[config.mk]
export PLATFORM = sky130hd
export DESIGN_NAME = spi_cmd_decoder
export DESIGN_NICKNAME = d
export VERILOG_FILES = /design/src/rtl/spi_cmd_decoder.sv
export SDC_FILE = /design/constraint.sdc
export NUM_CORES = 1
export LEC_CHECK = 0
export ABC_CLOCK_PERIOD_IN_PS = 1900
export CAP_MARGIN = 20
export CORE_MARGIN = 1.5
export CORE_UTILIZATION = 45
export DETAILED_ROUTE_END_ITERATION = 8
export PLACE_DENSITY = 0.68
export SLEW_MARGIN = 20
export SYNTH_ARGS = -nofsm -noshare
export SYNTH_HDL_FRONTEND = slang
export SYNTH_SLANG_ARGS = --single-unit
[constraint.sdc]
create_clock -name sys_clk -period 1.9 [get_ports sys_clk]
set_input_delay 0.38 -clock sys_clk [delete_from_list [all_inputs] [get_ports sys_clk]]
set_output_delay 0.38 -clock sys_clk [all_outputs]
set_load 0.01 [all_outputs]
[src/rtl/spi_cmd_decoder.sv]
// spi_cmd_decoder
// Consumes command/data byte pairs from the SPI slave byte receiver, executes
// register writes and preloads the response byte for the next SPI frame.
//
// state | meaning
// ------+-----------------------------------------------------------------
// IDLE  | waiting for a command byte
// DATA  | command latched, waiting for its data byte (timeout running)
module spi_cmd_decoder #(
    parameter int unsigned TIMEOUT_CYCLES = 1024,
    parameter logic [7:0]  ID_VALUE       = 8'hA5
) (
    input  logic       sys_clk,
    input  logic       rst,
    input  logic       rx_valid,
    input  logic [7:0] rx_byte,
    input  logic [7:0] gpio_in,
    output logic [7:0] tx_byte,
    output logic       tx_load,
    output logic [7:0] gpio_out,
    output logic [7:0] mode,
    output logic       soft_rst,
    output logic       busy,
    output logic       err
);

    localparam int unsigned CW = (TIMEOUT_CYCLES > 2) ? $clog2(TIMEOUT_CYCLES) : 1;
    localparam logic [CW-1:0] CNT_LAST = CW'(TIMEOUT_CYCLES - 1);

    localparam logic [3:0] ADDR_CTRL    = 4'h0;
    localparam logic [3:0] ADDR_MODE    = 4'h1;
    localparam logic [3:0] ADDR_GPIO    = 4'h2;
    localparam logic [3:0] ADDR_GPIO_IN = 4'h3;
    localparam logic [3:0] ADDR_ID      = 4'hF;

    typedef enum logic {
        IDLE = 1'b0,
        DATA = 1'b1
    } state_t;

    state_t        state;
    logic [CW-1:0] cnt;
    logic [3:0]    cmd_addr;
    logic          cmd_wr;
    logic          cmd_ok;

    logic          rx_mapped;
    logic          rx_ok;
    logic [7:0]    rd_value;
    logic          wr_now;
    logic          timeout_now;
    logic          err_next;

    // Decode the incoming byte as a command: legality and read-back value.
    always_comb begin
        rx_mapped = 1'b0;
        rd_value  = 8'h00;
        case (rx_byte[3:0])
            ADDR_CTRL: begin
                rx_mapped = 1'b1;
                rd_value  = {7'b0, err};
            end
            ADDR_MODE: begin
                rx_mapped = 1'b1;
                rd_value  = mode;
            end
            ADDR_GPIO: begin
                rx_mapped = 1'b1;
                rd_value  = gpio_out;
            end
            ADDR_GPIO_IN: begin
                rx_mapped = 1'b1;
                rd_value  = gpio_in;
            end
            ADDR_ID: begin
                rx_mapped = 1'b1;
                rd_value  = ID_VALUE;
            end
            default: begin
                rx_mapped = 1'b0;
                rd_value  = 8'h00;
            end
        endcase
        // Read-only registers reject writes; the reserved field must be zero.
        rx_ok = rx_mapped && (rx_byte[6:4] == 3'b000) &&
                !(rx_byte[7] && ((rx_byte[3:0] == ADDR_GPIO_IN) ||
                                 (rx_byte[3:0] == ADDR_ID)));
    end

    // Pair completion, timeout detection and the error flag after this edge.
    always_comb begin
        wr_now      = (state == DATA) && rx_valid && cmd_ok && cmd_wr;
        timeout_now = (state == DATA) && !rx_valid && (cnt == CNT_LAST);
        err_next    = err;
        if ((state == IDLE) && rx_valid && !rx_ok) begin
            err_next = 1'b1;
        end else if (timeout_now) begin
            err_next = 1'b1;
        end else if (wr_now && (cmd_addr == ADDR_CTRL) &&
                     (rx_byte[0] || rx_byte[1])) begin
            // Soft reset (bit0) and explicit clear (bit1) both drop err.
            err_next = 1'b0;
        end
    end

    // Command/data FSM with registered outputs and register file.
    always_ff @(posedge sys_clk) begin
        if (rst) begin
            state    <= IDLE;
            cnt      <= '0;
            cmd_addr <= 4'h0;
            cmd_wr   <= 1'b0;
            cmd_ok   <= 1'b0;
            tx_byte  <= 8'h00;
            tx_load  <= 1'b0;
            gpio_out <= 8'h00;
            mode     <= 8'h00;
            soft_rst <= 1'b0;
            busy     <= 1'b0;
            err      <= 1'b0;
        end else begin
            tx_load  <= 1'b0;
            soft_rst <= 1'b0;
            err      <= err_next;
            case (state)
                IDLE: begin
                    if (rx_valid) begin
                        cmd_addr <= rx_byte[3:0];
                        cmd_wr   <= rx_byte[7];
                        cmd_ok   <= rx_ok;
                        cnt      <= '0;
                        tx_load  <= 1'b1;
                        tx_byte  <= (rx_ok && !rx_byte[7]) ? rd_value : 8'h00;
                        state    <= DATA;
                        busy     <= 1'b1;
                    end
                end
                DATA: begin
                    if (rx_valid) begin
                        if (wr_now) begin
                            case (cmd_addr)
                                ADDR_CTRL: begin
                                    if (rx_byte[0]) begin
                                        soft_rst <= 1'b1;
                                        mode     <= 8'h00;
                                        gpio_out <= 8'h00;
                                    end
                                end
                                ADDR_MODE: mode     <= rx_byte;
                                ADDR_GPIO: gpio_out <= rx_byte;
                                default: ;
                            endcase
                        end
                        tx_load <= 1'b1;
                        tx_byte <= {7'b0, err_next};
                        state   <= IDLE;
                        busy    <= 1'b0;
                    end else if (timeout_now) begin
                        // Abandon the pair silently; framing restarts at IDLE.
                        state <= IDLE;
                        busy  <= 1'b0;
                    end else begin
                        cnt <= cnt + 1'b1;
                    end
                end
                default: begin
                    state <= IDLE;
                    busy  <= 1'b0;
                end
            endcase
        end
    end

endmodule

* Word level (Yosys, flattened, before mapping)
Cells that the tools add are included.
Storage, ports and cells: word-level logic and storage cells 87, register bits 45, bits of input ports 19
Operators by class: add/subtract/negate cells 1, reduce and logical (&&, ||, !) cells 32, equality and inequality tests 13, bitwise operators 4, multiplexer cells 25
Operator list (number):
- 8-bit one-hot mux with 2 select lines | 3
- 8-bit one-hot mux with 5 select lines | 1
- 8-bit 2-to-1 mux | 4
- 10-bit 2-to-1 mux | 3
- 10-bit one-hot mux with 2 select lines | 1
- 1-bit logical AND | 13
- 4-bit by 2-bit equality test with 1-bit output (second input constant) | 3
- 1-bit 2-to-1 mux | 11
- 10-bit by 1-bit adder with 10-bit output (second input constant) | 1
- 10-bit equality test (second input constant) | 1
- 2-bit != test (second input constant) | 5
- 5-bit AND reduction | 2
- 5-bit OR reduction | 2
- 4-bit by 1-bit equality test with 1-bit output (second input constant) | 2
- 4-bit logical NOT | 2
- 2-bit AND reduction | 3
- 4-bit equality test (second input constant) | 1
- 1-bit logical NOT | 4
- 1-bit NOT | 4
- 1-bit one-hot mux with 2 select lines | 2
- 2-bit nonzero test | 2
- 3-bit logical NOT | 1
- 3-bit by 2-bit != test with 1-bit output (second input constant) | 1
- 3-bit AND reduction | 1
- 1-bit logical OR | 2

* Longest topological paths before layout
depth in word-level cells 10, mapped depth 6

* Least setup slack after synthesis
No wires, ideal clock.
path type reg2reg, from register cmd_addr[3], to register gpio_out[0], buffers on the path 1, cell stages (with the launch flop) 6, required time 1768 ps, arrival time 1362 ps, slack 406 ps, period minus slack after synthesis 1494 ps, cell sequence dfxtp_1 > or2_1 > or4_1 > buf_2 > nand2_1 > a21oi_1
Between the ends: longest elaborated chain between the ends 3, elaborated cells between the ends (all ways) 6, those cells by class 2 x eq/ne; 1 x mux; 3 x reduce/logical
RTL lines:
- start: declaration | RTL line 43 | logic [3:0] cmd_addr;
- start signal: assignment | RTL line 128 | cmd_addr <= rx_byte[3:0];
- 4-bit by 2-bit equality test with 1-bit output / 4-bit logical NOT (equally long branches) | RTL line 141 | case (cmd_addr)
- 2-bit nonzero test (no source line) / 2-bit != test (equally long branches)
- 5-bit AND reduction (no source line)
- end signal: assignment | RTL line 150 | ADDR_GPIO: gpio_out <= rx_byte;
- end: declaration | RTL line 20 | output logic [7:0] gpio_out,
Parallel ways exist; a longest one is shown, timed or not. A chain may end at the register's enable or synchronous reset.

* Worst setup path after layout
from input rx_valid, to register cnt[9]
Between the ends: longest elaborated chain between the ends 5, elaborated cells between the ends (all ways) 7, those cells by class 3 x eq/ne; 4 x reduce/logical
RTL lines:
- start: declaration | RTL line 15 | input logic rx_valid,
- 1-bit logical NOT | RTL line 93 | timeout_now = (state == DATA) && !rx_valid && (cnt == CNT_LAST);
- 1-bit logical AND (2 in a row) | RTL line 93
- 2-bit != test (no source line)
- 3-bit AND reduction (no source line) (*)
- end signal: assignment | RTL line 163 | cnt <= cnt + 1'b1;
- end: declaration | RTL line 42 | logic [CW-1:0] cnt;
Mark *: on every way between the ends. The rest lies on a longest branch, timed or not.

==> impl_metrics.ini <==
[clocking]
clk_pin_slew_ns = 0.08
cts_sinks = 45
cts_tree = done
cts_buffers = 5
ctsHoldBuffers = 0
cts_root_buf = clkbuf_8
insertion_delay_ns = 0.30
cts.path.max_buffers = 2
h-tree-depth = 2

[final_layout]
drive_gt1_frac = 0.137
fin_util = 0.654
fillers = 395
ff_latch_area_um2 = 901
multi_input_area_mm2 = 0.00115
area_growth_pct = 36.7
final_nets = 341
finish.instance_area_mm2 = 0.00292
n_antenna_cell = 0

[timing]
slew-limit-headroom = 0.705
rsz0062_at_grt = no
fin_setup_tns_ns = 0
min_period_ns = 1.73
finalSetupViolCount = 0
finalCritPeriodShare = 0.912
worst_pin_slew_ns = 0.441
fmax_ghz = 0.577
fin_hold_ws_ns = 0.465
slew_violations = 0
skew_ns = 0.00359
finalHoldViolCount = 0

[min_path]
min_path_type = reg -> reg
whs_path_depth = 2

[synth]
synth_cells = 256
synthArstFlopShare = 0
syn_area_mm2 = 0.00214
ys_seq_area_frac = 0.421
syn_nets = 276
synth_top_area_cell = dfxtp_1
synth_cell_types = 46
synth_area_per_cell_um2 = 8.36
synth_area_leaders = dfxtp_1 (42%), nand2_1 (7.2%), a21oi_1 (5.8%)
ys_warn_count = 0
synth_top_cell_area_share = 0.421
ys_ff_latch = 45
yosysMostFrequentCell = dfxtp_1
synth_ff_type = dfxtp_1
synth-edff-count = 0
synthTopCellsByCount = dfxtp_1 (45), nand2_1 (41), a21oi_1 (25)

[outcome]
outcome = finished, final reports clean

[placement]
dpl.hpwl_um = 4470
port_buffers = 46
routabilityCongestion = 0.871
placed_cell_area_mm2 = 0.00284

[worst_setup_path]
criticalPathCategory = in -> reg
crit_chain = clkdlybuf4s50_1 -> buf_4 -> and4b_1 -> and3_2 -> a32oi_1 -> a311oi_1
cp_max_fo = 12
slowest_delay_ns = 0.46
start_kind = input port
crit_family = buffers and inverters
r2r_slack_ns = 0.20
worst-path-stages = 6
cp_slowest_cell = clkdlybuf4s50_1
cp.required_ns = 2.11
cp_data_arrival_time_ns = 1.94
endpoint_kind = register
critPathBufInv = 2
reg2reg_depth = 5

[route]
drc_errors = 0
wl_met1_um = 2770
vias_per_cell = 5.72
highest_layer = met4
wl_um = 5820
dr_wl_met3_um = 199
wire_per_inst_um = 15.6
met2WireLength_um = 2730
drtAntennaViolNets = 0
firstDrtPassIters = 4
drt_iter0_markers = 63
num_vias = 2141

[grt]
grt_start_max_net_pins = 26
grt-ovfl-total = 0
track_usage = 0.237
antenna_found_initial = 0
grt_pass1_vias = 2021
grt_pass1_wl_um = 9610

[die]
num_rows = 24
coreArea_mm2 = 0.00447
start_util = 0.478
fp.dieW_um = 72.0
die_area_mm2 = 0.00518
ios = 47
die_h_um = 72.0

[run]
cap_viol_max_count = 0

[pwr]
p_leak_uw = 0.00105
powerDensity_mw_per_mm2 = 613
p_total_uw = 1790
vdd_drop_max_mv = 0.306
## flip-flops by register name (all words and copies together) (netlist names)
name / flops
soft_rst: 1
tx_byte: 8
cmd_addr: 4
mode: 8
cmd_ok: 1
cmd_wr: 1
state: 1
err: 1
tx_load: 1
cnt: 10
gpio_out: 8
busy: 1
## power breakdown
part / total (µW) / switching (µW) / internal (µW)
clock: 579 / 324 / 255
combinational: 241 / 122 / 119
sequential: 974 / 15.7 / 958
## routing by layer
metal  GRT usage  up-vias
met5           0        -
met4      0.0839        0
met3      0.0514       14
met2       0.390       50
met1       0.310     1003
li1            -     1074
## final cells by class
class / count / share of cell area
multi-input cells: 189 / 0.393
inverters: 4 / 0.00513
clock inverters: 2 / 0.00342
repair buffers: 76 / 0.243
clock buffers: 6 / 0.0248
well taps: 52 / 0.0223
flip-flops and latches: 45 / 0.308
## cell usage in the layout, fill, tap and decap left out, drive strengths merged, types with 2 or more instances in the layout
master	n
clkdlybuf4s50	46
dfxtp	45
nand2	41
buf	30
a21oi	25
nand3	22
nor2	14
o21ai	10
mux2i	10
a22oi	6
clkbuf	6
o2bb2ai	5
nand4	5
nor4	5
a31oi	4
nor3	4
a32oi	4
inv	3
and3	3
clkinv	3
and2b	2
nor2b	2
or3	2
or4	2
o211a	2
and4b	2
a311oi	2
or2	2
## path summary, 6_finish.rpt
check | to | from
setup reg to reg | cnt[0] | cnt[0]
hold / removal | tx_byte[5] | tx_byte[5]
setup / recovery | cnt[9] | rx_valid
hold reg to reg | tx_byte[5] | tx_byte[5]
## metrics by stage
step | cells | setup WS [ns]
6_report | 374 | 0.168
5_1_grt | 374 | 0.0236
4_1_cts | 374 | 0.136
3_5_place_dp | 366 | -0.164
3_3_place_gp | 366 | -0.158
2_1_floorplan | 256 | 0.406
## worst reg2reg max path, delay by kind of cell (launching register included)
family / cells / cell delay, ns
and+or+nand+nor: 2 / 0.39
DFF: 1 / 0.40
AOI/OAI and AO/OA: 2 / 0.54
adders and majority gates: 1 / 0.25
## kinds of logic (layout without fill, tap and decap cells)
group           Yosys count  after routing  share of synthesized area
compound gates           66             66                      0.200
simple gates            111            111                      0.274
buf+inv                  22             88                     0.0421
flops                    45             45                      0.421
mux                      11             11                     0.0573
fa+ha+maj                 1              1                    0.00585
## repair_timing
| item | in CTS | in global routing |
|---|---|---|
| hold endpoints to repair | 0 | 0 |
| setup endpoints to repair | 0 | 1 |
| buffers inserted | 0 | 0 |
| resized for setup | 0 | 1 |
(Power assumes the default switching activity.)
